--- src/rtl/seq_divider_pkg.sv ---
// Shared types and defaults for the sequential restoring divider.
//   div_state_t        : controller states (IDLE, CALC, DONE)
//   DIV_WIDTH_DEFAULT  : default operand / result width
package seq_divider_pkg;

    typedef enum logic [1:0] {
        IDLE = 2'd0,
        CALC = 2'd1,
        DONE = 2'd2
    } div_state_t;

    localparam int DIV_WIDTH_DEFAULT = 8;

endpackage

--- src/rtl/seq_divider_div_step.sv ---
// One restoring shift-subtract iteration, purely combinational.
// Shifts the next dividend bit (MSB of Q) into the partial remainder,
// compares at WIDTH+1 bits against the divisor and, if it fits,
// subtracts and sets the new quotient LSB.
// Ports:
//   r_i       : current partial remainder (WIDTH bits)
//   q_i       : current quotient / remaining dividend bits
//   divisor_i : divisor
//   r_o       : next partial remainder
//   q_o       : next quotient
module div_step
    import seq_divider_pkg::*;
#(
    parameter int WIDTH = DIV_WIDTH_DEFAULT
) (
    input  logic [WIDTH-1:0] r_i,
    input  logic [WIDTH-1:0] q_i,
    input  logic [WIDTH-1:0] divisor_i,
    output logic [WIDTH-1:0] r_o,
    output logic [WIDTH-1:0] q_o
);

    // The stored remainder is always < divisor, so its (WIDTH+1)th bit is
    // zero between iterations; only the shifted value needs the extra bit.
    logic [WIDTH:0] shifted;
    logic           fits;

    always_comb begin
        shifted = {r_i, q_i[WIDTH-1]};
        fits    = (shifted >= {1'b0, divisor_i});
        if (fits) begin
            r_o = WIDTH'(shifted - {1'b0, divisor_i});
            q_o = {q_i[WIDTH-2:0], 1'b1};
        end else begin
            r_o = shifted[WIDTH-1:0];
            q_o = {q_i[WIDTH-2:0], 1'b0};
        end
    end

endmodule

--- src/rtl/seq_divider.sv ---
// Sequential unsigned restoring divider, one quotient bit per clock.
// start/ready/done handshake; results hold until the next finished op.
// Optional feature macro: DIVIDER_ZERO_DETECT_EN
//   defined   : divisor==0 skips CALC, done on the 2nd edge, div_by_zero=1
//   undefined : div_by_zero tied low, divide-by-zero runs full latency
// Ports:
//   clk, reset   : clock (rising edge), synchronous active-high reset
//   start        : request; accepted only while ready=1
//   dividend     : numerator, sampled on the accepted start edge
//   divisor      : denominator, sampled on the accepted start edge
//   ready        : high in IDLE
//   done         : one-cycle pulse when quotient/remainder are valid
//   quotient     : result, held between operations
//   remainder    : result, held between operations
//   div_by_zero  : divisor was zero (feature-dependent)
//
// state | meaning
// IDLE  | waiting for start, ready=1
// CALC  | WIDTH restoring iterations, counter counts down to 0
// DONE  | copy Q/R to the result registers, pulse done on exit
module seq_divider
    import seq_divider_pkg::*;
#(
    parameter int WIDTH = DIV_WIDTH_DEFAULT
) (
    input  logic             clk,
    input  logic             reset,
    input  logic             start,
    input  logic [WIDTH-1:0] dividend,
    input  logic [WIDTH-1:0] divisor,
    output logic             ready,
    output logic             done,
    output logic [WIDTH-1:0] quotient,
    output logic [WIDTH-1:0] remainder,
    output logic             div_by_zero
);

    localparam int CW = (WIDTH > 2) ? $clog2(WIDTH) : 1;

    div_state_t       state_q, state_d;
    logic [CW-1:0]    cnt_q, cnt_d;
    logic [WIDTH-1:0] r_q, r_d;
    logic [WIDTH-1:0] q_q, q_d;
    logic [WIDTH-1:0] dvs_q, dvs_d;
    logic [WIDTH-1:0] quot_q, quot_d;
    logic [WIDTH-1:0] rem_q, rem_d;
    logic             done_q, done_d;
    logic             dbz_q, dbz_d;

    logic [WIDTH-1:0] step_r;
    logic [WIDTH-1:0] step_q;

    div_step #(.WIDTH(WIDTH)) u_step (
        .r_i       (r_q),
        .q_i       (q_q),
        .divisor_i (dvs_q),
        .r_o       (step_r),
        .q_o       (step_q)
    );

    always_comb begin
        state_d = state_q;
        cnt_d   = cnt_q;
        r_d     = r_q;
        q_d     = q_q;
        dvs_d   = dvs_q;
        quot_d  = quot_q;
        rem_d   = rem_q;
        done_d  = 1'b0;
        dbz_d   = dbz_q;
        case (state_q)
            IDLE: begin
                if (start) begin
                    dvs_d   = divisor;
                    r_d     = '0;
                    q_d     = dividend;
                    cnt_d   = CW'(WIDTH - 1);
                    dbz_d   = 1'b0;
                    state_d = CALC;
`ifdef DIVIDER_ZERO_DETECT_EN
                    // Preload the same answer the full algorithm would give.
                    if (divisor == '0) begin
                        dbz_d   = 1'b1;
                        q_d     = '1;
                        r_d     = dividend;
                        state_d = DONE;
                    end
`endif
                end
            end
            CALC: begin
                r_d = step_r;
                q_d = step_q;
                if (cnt_q == '0) begin
                    state_d = DONE;
                end else begin
                    cnt_d = cnt_q - 1'b1;
                end
            end
            DONE: begin
                quot_d  = q_q;
                rem_d   = r_q;
                done_d  = 1'b1;
                state_d = IDLE;
            end
            default: begin
                state_d = IDLE;
            end
        endcase
    end

    always_ff @(posedge clk) begin
        if (reset) begin
            state_q <= IDLE;
            cnt_q   <= '0;
            r_q     <= '0;
            q_q     <= '0;
            dvs_q   <= '0;
            quot_q  <= '0;
            rem_q   <= '0;
            done_q  <= 1'b0;
            dbz_q   <= 1'b0;
        end else begin
            state_q <= state_d;
            cnt_q   <= cnt_d;
            r_q     <= r_d;
            q_q     <= q_d;
            dvs_q   <= dvs_d;
            quot_q  <= quot_d;
            rem_q   <= rem_d;
            done_q  <= done_d;
            dbz_q   <= dbz_d;
        end
    end

    assign ready       = (state_q == IDLE);
    assign done        = done_q;
    assign quotient    = quot_q;
    assign remainder   = rem_q;
    assign div_by_zero = dbz_q;

endmodule
--- config.mk ---
export PLATFORM = sky130hd
export DESIGN_NAME = seq_divider
export DESIGN_NICKNAME = d
export VERILOG_FILES = /design/src/rtl/seq_divider_pkg.sv /design/src/rtl/seq_divider_div_step.sv /design/src/rtl/seq_divider.sv
export SDC_FILE = /design/constraint.sdc
export NUM_CORES = 1
export LEC_CHECK = 0
export CAP_MARGIN = 25
export CELL_PAD_IN_SITES_DETAIL_PLACEMENT = 1
export CELL_PAD_IN_SITES_GLOBAL_PLACEMENT = 1
export CORE_AREA = 3 3 78 80
export DETAILED_ROUTE_END_ITERATION = 16
export DIE_AREA = 0 0 81 83
export PLACE_DENSITY = 0.93
export SLEW_MARGIN = 5
export SYNTH_ARGS = -nofsm -noshare
export SYNTH_HDL_FRONTEND = slang
export SYNTH_SLANG_ARGS = --single-unit
--- constraint.sdc ---
create_clock -name clk -period 3.1 [get_ports clk]
set_input_delay 0.93 -clock clk [delete_from_list [all_inputs] [get_ports clk]]
set_output_delay 0.93 -clock clk [all_outputs]
set_load 0.005 [all_outputs]
==> results of run 1 <==
==> final timing paths <==
kind / to / from
min: remainder[5] / remainder[5]
min reg2reg: remainder[5] / remainder[5]
max: ready / state_q[1]
max reg2reg: r_q[1] / r_q[4]
==> worst min-delay path, stage by stage, from the launching register on <==
cell and delay (ns):
dfxtp_1 0.32, nand2_1 0.05, a21oi_1 0.05
==> metal layers <==
| layer | vias to the layer above | part of all wire [%] | global-route usage (%) | routed length (um) |
|---|---|---|---|---|
| li1 | 1038 | - | - | - |
| met1 | 1007 | 43 | 25.6 | 2760 |
| met2 | 45 | 52 | 35.3 | 3350 |
| met3 | 10 | 3.5 | 4.01 | 224 |
| met4 | 0 | 1.8 | 6.91 | 116 |
| met5 | - | 0 | 0 | 0 |
==> state kept, by name, summed over array words and instances (netlist names) <==
register,cells
quotient,8
done,1
remainder,8
state_q,2
q_q,8
cnt_q,3
r_q,8
dvs_q,8
==> stage by stage <==
step | cells | utilization [%]
4_1_cts | 397 | 50.9
6_report | 397 | 50.9
5_1_grt | 397 | 50.9
3_5_place_dp | 389 | 49.2
2_1_floorplan | 292 | -
3_3_place_gp | 389 | 49.2
==> report_power, final <==
part | switching (uW) | leakage, uW | internal [uW]
Sequential | 44.1 | 0.000376 | 637
Clock | 224 | 0.0000408 | 162
Combinational | 311 | 0.000682 | 220
==> area by class of cell <==
type                       instances  area share (%)
multi-input combinational        212            43.7
sequential                        46            33.0
timing repair buffer              41            14.3
tap                               72            3.23
clock buffer                       5            2.47
inverter                          18            2.42
clock inverter                     3           0.853
==> logic make-up after synthesis <==
logic type / Yosys count / synth area share [%]
other: 1 / 0.164
and+or+nand+nor: 122 / 23.0
DFF: 46 / 40.3
AOI/OAI and AO/OA: 67 / 19.1
xor gates and xnor gates: 3 / 1.15
buffers and inverters: 34 / 6.40
adders and majority gates: 11 / 6.35
muxes: 8 / 3.50
==> cells in the final DEF, fill, tap and decap left out, types with 2 or more instances in the layout <==
| cell type | count |
|---|---|
| mux2i_1 | 8 |
| o21ai_0 | 5 |
| dfxtp_1 | 46 |
| a22o_1 | 2 |
| ha_1 | 10 |
| o21ai_1 | 3 |
| a211oi_1 | 5 |
| o221a_2 | 3 |
| clkinvlp_4 | 2 |
| inv_1 | 18 |
| nor2_1 | 52 |
| nor2b_1 | 10 |
| clkdlybuf4s50_1 | 36 |
| xor2_1 | 2 |
| o31ai_2 | 2 |
| clkbuf_8 | 5 |
| a21oi_1 | 34 |
| nand2b_1 | 5 |
| nand2_1 | 41 |
| a31oi_1 | 3 |
| nor3_1 | 7 |
| buf_4 | 5 |
| o2bb2a_1 | 2 |
==> summary.txt, run 1 <==
Clock tree
  • Cts bufs inserted: 5
  • Root buf cell: clkbuf_8
  • CTS Buffer Depth: 2
  • Clock sinks: 46
  • H-tree depth: 2
  • Clock transition at path regs: 0.10 ns
  • CTS tree: yes
  • Resize count post-CTS: 0
  • Clock latency on the worst-skew pair: 0.31 ns
  • Setup Buffers After CTS: 0
  • CTS Hold Buffers Added: 0

Finish
  • Final antenna diode count: 0
  • Layout cells sized above 1: 6.77%
  • Area of the multi-input gates: 1220 um^2
  • Nets: 354
  • Fillers: 696
  • P&R area growth vs syn: 21.9%
  • Register area: 921 um^2
  • Design area: 2790 um^2

Place
  • GPL Wtd Cong: 0.827
  • Final HPWL DP: 4690 um
  • Port Buffers: 36
  • DP Worst Slack: 0.593 ns
  • Placed cell areas: 2700 um^2

Timing
  • Fin crit period: 2.43 ns
  • Final Cycle Share: 78.4%
  • Final setup fails: 0
  • Hold slack: 0.460 ns
  • RSZ-0062 raised after global routing: false
  • Slew HR: 57.7%
  • Final Hold Fails: 0
  • Final Max Slew Viols: 0
  • Achievable clock frequency: 0.411 GHz
  • Setup ws final: 0.670 ns
  • Worst-margin pin slew: 0.634 ns
  • Setup TNS: 0 ns
  • Clock Skew: 0.0122 ns

Global route
  • Initial antenna violation count: 0
  • Global-route wire length before repair: 11000 um
  • Largest net degree at the start of global routing: 21
  • Gr usage total: 20.7%
  • Vias in the first global route: 2234
  • Grt total ovfl: 0

Route
  • DRT iter0 DRCs: 141
  • Routed Antenna Nets: 0
  • Final wirelength: 6450 um
  • Drt via density: 5.29
  • Initial DRT Pass Iterations: 4
  • Routed wire per std cell: 16.2 um
  • DRC viols: 0
  • Via count: 2100

Worst setup path
  • Largest stage delay on the critical path: 0.63 ns
  • Critical path type: reg2out
  • Buffers & Inverters on Critical Path: 1
  • Critical Path Source Type: register
  • Arrival @ worst endpoint: 1.50 ns
  • Req. time, crit path: 2.17 ns
  • WP depth: 2
  • Critical Path Fanout Max: 15
  • R2R setup slack: 0.80 ns
  • Worst path slowest cell: dfxtp_1
  • Cell chain of the critical path: nor2_1 -> clkdlybuf4s50_1
  • Worst path top cell family by delay: flip-flops
  • Worst Reg-to-Reg Cells: 6
  • Worst Setup End Kind: output port

Hold path
  • HP Class: reg2reg
  • Worst hold stages: 2

Synthesis
  • Syn Area/Cell: 7.83 um^2
  • Yosys warning count: 0
  • Synthesized cell area: 2290 um^2
  • Post-Syn Instances: 292
  • Top-count cell post-synth: nor2_1
  • Synth Net Count: 322
  • Synth top area cells: dfxtp_1 40%, nor2_1 8.5%, a21oi_1 7.4%
  • Post-synth EDFFs: 0
  • Yosys reg bits: 46
  • Synth unique cells: 42
  • Sequential area share after synthesis: 40.3%
  • Predominant post-synthesis flop cell: dfxtp_1
  • Commonest cells in the netlist: 52 x nor2_1, 46 x dfxtp_1, 41 x nand2_1
  • Share of the synthesized area in the top cell type: 40.3%
  • Synth area leader: dfxtp_1
  • Async set-reset flop share out of synthesis: 0%

Pwr
  • Leakage: 0.00110 uW
  • Peak supply drop: 0.199 mV
  • Tot Pwr: 1600 uW
  • Pwr/cell area: 573 nW/um^2

Floorplanning
  • # IOs: 38
  • Rows: 27
  • Initial core utilization: 41.8%
  • Core box area: 5470 um^2
  • Die Area: 6720 um^2
  • Overall die height: 83 um
  • Die extent in x: 81 um

Flow run
  • Max-Cap Viols: 0

Status
  • Status: completed
(Power assumes the default switching activity.)
==> run 2, diff against run 1 <==
--- a/config.mk
+++ b/config.mk
@@ -8,10 +8,10 @@
 export CAP_MARGIN = 25
 export CELL_PAD_IN_SITES_DETAIL_PLACEMENT = 1
 export CELL_PAD_IN_SITES_GLOBAL_PLACEMENT = 1
-export CORE_AREA = 3 3 78 80
+export CORE_AREA = 3 3 85 87
 export DETAILED_ROUTE_END_ITERATION = 16
-export DIE_AREA = 0 0 81 83
-export PLACE_DENSITY = 0.93
+export DIE_AREA = 0 0 88 90
+export PLACE_DENSITY = 0.84
 export SLEW_MARGIN = 5
 export SYNTH_ARGS = -nofsm -noshare
 export SYNTH_HDL_FRONTEND = slang
==> constraint.sdc (replaced) <==
create_clock -name clk -period 2.2 [get_ports clk]
set_input_delay 0.66 -clock clk [delete_from_list [all_inputs] [get_ports clk]]
set_output_delay 0.66 -clock clk [all_outputs]
set_load 0.005 [all_outputs]
==> summary.txt, run 2 (synthesis gave the netlist of run 1 again) <==
Clock tree
  • CTS Buffer Depth: 2
  • Resize count post-CTS: 0
  • Setup Buffers After CTS: 0
  • Root buf cell: clkbuf_8
  • H-tree depth: 2
  • CTS Hold Buffers Added: 0
  • Clock sinks: 46
  • CTS tree: yes
  • Clock latency on the worst-skew pair: 0.30 ns
  • Clock transition at path regs: 0.09 ns
  • Cts bufs inserted: 5

Timing
  • Achievable clock frequency: 0.502 GHz
  • Final setup fails: 0
  • Fin crit period: 1.99 ns
  • RSZ-0062 raised after global routing: false
  • Final Max Slew Viols: 0
  • Final Hold Fails: 0
  • Final Cycle Share: 90.5%
  • Setup TNS: 0 ns
  • Hold slack: 0.459 ns
  • Clock Skew: 0.00371 ns
  • Worst-margin pin slew: 0.626 ns
  • Slew HR: 58.3%
  • Setup ws final: 0.209 ns

Worst setup path
  • Cell chain of the critical path: inv_1 -> ha_1 -> fa_1 -> nor2b_1 -> o31ai_2 -> mux2i_1 -> o2111a_1 -> o31ai_2
  • Critical Path Source Type: register
  • Worst Setup End Kind: register
  • Most used cell, CP: o31ai_2
  • RR Startpoint: q_q[7]
  • Req. time, crit path: 2.40 ns
  • Critical Path Fanout Max: 3
  • Critical path type: reg2reg
  • R2R setup slack: 0.21 ns
  • Largest stage delay on the critical path: 0.43 ns
  • Worst path slowest cell: fa_1
  • RR Endpoint: r_q[6]
  • Arrival @ worst endpoint: 2.19 ns
  • Worst Reg-to-Reg Cells: 8

Place
  • GPL Wtd Cong: 0.847
  • Port Buffers: 36
  • DP Worst Slack: 0.0228 ns
  • Final HPWL DP: 4610 um

Global route
  • Initial antenna violation count: 0
  • Grt total ovfl: 0
  • Gr usage total: 16.3%
  • Global-route wire length before repair: 10500 um
  • Largest net degree at the start of global routing: 24
  • Vias in the first global route: 2192

Finish
  • P&R area growth vs syn: 24.7%
  • Commonest non-fill, non-tap cell in the layout: nor2_1
  • Final Core Density: 44.4%
  • Most frequent cells in the layout: 52 x nor2_1, 46 x dfxtp_1, 41 x nand2_1
  • Fillers: 797
  • Layout cells sized above 1: 9.01%
  • Final antenna diode count: 0
  • Nets: 362

Floorplanning
  • Core box area: 6420 um^2
  • Die Area: 7920 um^2
  • Initial core utilization: 35.6%
  • Die extent in x: 88 um
  • Overall die height: 90 um
  • # IOs: 38
  • Rows: 29

Status
  • Status: completed

Hold path
  • HP Class: reg2reg
  • Worst hold start: remainder[7]
  • Worst hold stages: 2
  • Worst Hold Endpoint: remainder[7]

Route
  • Routed wire per std cell: 14.5 um
  • Final wirelength: 5960 um
  • Drt via density: 5.13
  • Initial DRT Pass Iterations: 4
  • DRT iter0 DRCs: 79
  • Routed Antenna Nets: 0
  • Via count: 2102
  • DRC viols: 0

Pwr
  • Peak supply drop: 0.413 mV
  • Tot Pwr: 2270 uW
  • Leakage: 0.00114 uW
  • Pwr/cell area: 795 nW/um^2

Flow run
  • Max-Cap Viols: 0
-- run 2: cell count changes in the layout (fill, tap and decap cells not counted), sizes merged --
cell,change
buf,+8
clkinvlp,-1
inv,-1
clkinv,+2
-- run 2: power by group --
part,switching (uW),total [uW],internal (uW)
Clock,306,530,224
Combinational,426,787,361
Sequential,53.7,951,898
-- run 2: worst max-delay path, delay by kind of cell (launching register included) --
| family | cells | cell delay, ns |
|---|---|---|
| flops | 1 | 0.38 |
| buf+inv | 1 | 0.09 |
| compound gates | 3 | 0.40 |
| mux | 1 | 0.16 |
| simple gates | 1 | 0.21 |
| fa+ha+maj | 2 | 0.66 |
-- run 2: worst max path at each step --
stage / start / to / slack (ns) / depth (start not counted)
final: q_q[7] / r_q[6] / 0.21 / 8
after global routing: q_q[7] / r_q[6] / 0.08 / 8
after CTS: q_q[7] / r_q[6] / 0.20 / 8
after detailed placement: start / r_q[5] / 0.02 / 6
after global placement: start / r_q[5] / 0.15 / 6
after floorplan: q_q[7] / r_q[6] / 0.45 / 8
-- run 2: metrics by stage --
stage          area (um^2)  std cells
2_1_floorplan         2290        292
3_3_place_gp          2760        402
3_5_place_dp          2760        402
4_1_cts               2850        410
5_1_grt               2850        410
6_report              2850        410
-- run 2: cell type report --
class                           instances  area, um^2  share of cell area [%]
Tap cell                               77        96.3                    3.38
Clock inverter                          3        21.3                   0.746
Sequential cell                        46         921                    32.3
Inverter                               18        67.6                    2.37
Clock buffer                            5        68.8                    2.41
Multi-Input combinational cell        212        1220                    42.7
Timing Repair Buffer                   49         458                    16.1
-- run 2: per-layer routing --
metal  GRT usage, %  vias to the layer above  wire length (um)
met5              0                        -                 0
met4           3.96                        0                70
met3           3.29                        9               176
met2           28.0                       27              3050
met1           20.7                     1016              2670
li1               -                     1050                 -
==> run 3, diff against run 2 <==
--- a/config.mk
+++ b/config.mk
@@ -5,13 +5,14 @@
 export SDC_FILE = /design/constraint.sdc
 export NUM_CORES = 1
 export LEC_CHECK = 0
+export ABC_AREA = 1
 export CAP_MARGIN = 25
-export CELL_PAD_IN_SITES_DETAIL_PLACEMENT = 1
+export CELL_PAD_IN_SITES_DETAIL_PLACEMENT = 0
 export CELL_PAD_IN_SITES_GLOBAL_PLACEMENT = 1
-export CORE_AREA = 3 3 85 87
+export CORE_AREA = 3 3 87 89
 export DETAILED_ROUTE_END_ITERATION = 16
-export DIE_AREA = 0 0 88 90
-export PLACE_DENSITY = 0.84
+export DIE_AREA = 0 0 90 92
+export PLACE_DENSITY = 0.83
 export SLEW_MARGIN = 5
 export SYNTH_ARGS = -nofsm -noshare
 export SYNTH_HDL_FRONTEND = slang
==> summary.txt, run 3 <==
Pwr
  • Clk network pwr share: 22.6%
  • P_sw: 808 uW
  • Internal Power: 1460 uW
  • Peak supply drop: 0.519 mV
  • Logic pwr share: 35.1%
  • Pwr/cell area: 788 nW/um^2
  • Seq pwr share: 42.3%
  • Sw Ratio: 35.7%
  • Leakage: 0.00136 uW

Flow run
  • Max-Cap Viols: 0

Synthesis
  • Sequential area share after synthesis: 39.7%
  • Post-Syn Instances: 323
  • Synth Net Count: 353
  • Synth area leader: dfxtp_1
  • Post-synth EDFFs: 0
  • Synth top area cells: dfxtp_1 40%, nand2_1 8.7%, inv_1 7.4%
  • Top-count cell post-synth: nand2_1
  • Share of the synthesized area in the top cell type: 39.7%
  • Yosys warning count: 0
  • Async set-reset flop share out of synthesis: 0%
  • Syn Area/Cell: 7.19 um^2
  • Synthesized cell area: 2320 um^2
  • Synth unique cells: 27
  • Commonest cells in the netlist: 54 x nand2_1, 46 x dfxtp_1, 46 x inv_1
  • Yosys reg bits: 46
  • Predominant post-synthesis flop cell: dfxtp_1

Timing
  • Final setup fails: 0
  • Final Cycle Share: 89.5%
  • Clock Skew: 0.00364 ns
  • Slew HR: 65.0%
  • Final Max Slew Viols: 0
  • RSZ-0062 raised after global routing: false
  • Fin crit period: 1.97 ns
  • Worst-margin pin slew: 0.522 ns
  • Achievable clock frequency: 0.508 GHz
  • Setup TNS: 0 ns
  • Final Hold Fails: 0

Worst setup path
  • RR Startpoint: q_q[7]
  • Critical Path Source Type: register
  • Critical path type: reg2out
  • Worst Reg-to-Reg Cells: 11
  • R2R setup slack: 0.35 ns
  • RR Endpoint: r_q[4]
  • Worst Setup End Kind: output port
  • Arrival @ worst endpoint: 1.31 ns
  • Req. time, crit path: 1.54 ns
  • Critical Path Fanout Max: 2

Global route
  • Initial antenna violation count: 0
  • Largest net degree at the start of global routing: 26
  • Global-route wire length before repair: 9670 um
  • Grt total ovfl: 0
  • Gr usage total: 13.8%
  • Vias in the first global route: 2163

Floorplanning
  • Core box area: 6830 um^2
  • Rows: 30
  • Initial core utilization: 34.0%
  • Overall die height: 92 um
  • Die extent in x: 90 um
  • # IOs: 38
  • Die Area: 8280 um^2

Clock tree
  • Cts bufs inserted: 5
  • CTS tree: yes
  • Resize count post-CTS: 0
  • Clock sinks: 46
  • H-tree depth: 2
  • Setup Buffers After CTS: 0
  • Root buf cell: clkbuf_8
  • Clock latency on the worst-skew pair: 0.30 ns
  • CTS Hold Buffers Added: 0
  • CTS Buffer Depth: 2
  • Clock transition at path regs: 0.08 ns

Hold path
  • HP Class: reg2reg
  • Worst Hold Endpoint: cnt_q[0]
  • Worst hold start: cnt_q[0]
  • Worst hold stages: 1

Finish
  • Commonest non-fill, non-tap cell in the layout: nand2_1
  • Layout cells sized above 1: 8.89%
  • Most frequent cells in the layout: 54 x nand2_1, 46 x inv_1, 46 x dfxtp_1
  • P&R area growth vs syn: 23.9%
  • Final Core Density: 42.1%
  • Final antenna diode count: 0
  • Nets: 391
  • Fillers: 717

Route
  • Drt via density: 4.64
  • Routed Antenna Nets: 0
  • DRC viols: 0
  • Via count: 2115
  • DRT iter0 DRCs: 63
  • Routed wire per std cell: 11.9 um
  • Final wirelength: 5430 um
  • Initial DRT Pass Iterations: 4

Place
  • GPL Wtd Cong: 0.823
  • Port Buffers: 36
  • Final HPWL DP: 4100 um

Status
  • Status: completed
[run 3: cell type report]
class	count	area, um^2	area share, %
clock buffer	6	82.6	2.87
inverter	52	195	6.79
multi-input combinational	212	1140	39.5
sequential	46	921	32.0
tap	96	120	4.18
timing repair buffer	44	420	14.6
[run 3: through the flow]
step	area (um^2)	total power (uW)	hold WS, ns	std cells	setup slack, ns
3_3_place_gp	2790	1760	0.413	450	0.197
4_1_cts	2880	2280	0.467	456	0.212
2_1_floorplan	2320	1550	0.403	323	0.582
6_report	2880	2270	0.471	456	0.232
5_1_grt	2880	2450	0.473	456	0.155
3_5_place_dp	2790	1770	0.455	450	0.191
[run 3: worst max path at each step]
stage          startpoint     end  slack [ns]  cells after the start
2_1_floorplan      q_q[7]  r_q[4]        0.58                     11
3_3_place_gp        start  q_q[0]        0.20                      7
3_5_place_dp        start  q_q[0]        0.19                      7
4_1_cts        state_q[1]   ready        0.21                      4
5_1_grt        state_q[1]   ready        0.16                      4
6_report       state_q[1]   ready        0.23                      4
[run 3: power groups by stage]
stage / clock, uW / sequential (uW) / combinational (uW)
final: 512 / 958 / 796
after global routing: 561 / 966 / 918
after CTS: 521 / 957 / 803
after detailed placement: 0 / 975 / 798
after global placement: 0 / 974 / 791
after floorplan: 0 / 963 / 586
[run 3: routing by layer]
layer	wire [um]	vias up	global-route usage, %
met4	91	0	4.97
met2	2610	42	24.4
met1	2500	949	16.6
li1	-	1117	-
met5	0	-	0
met3	218	7	2.87
[run 3: kinds of logic (layout without fill, tap and decap cells)]
group	after synthesis	in the layout	share of synthesized area, %
buffers and inverters	65	102	11.4
other	1	1	0.161
AO/OA/AOI/OAI	61	61	14.2
adder cells (fa/ha/maj)	11	11	6.25
flip-flops	46	46	39.7
AND/OR/NAND/NOR	136	136	27.3
XOR/XNOR	3	3	1.13
[run 3: critical path, stage by stage, from the launching register on]
cell,delay (ns)
dfxtp_1,0.33
inv_1,0.07
nand2_1,0.08
inv_1,0.05
clkdlybuf4s50_1,0.49
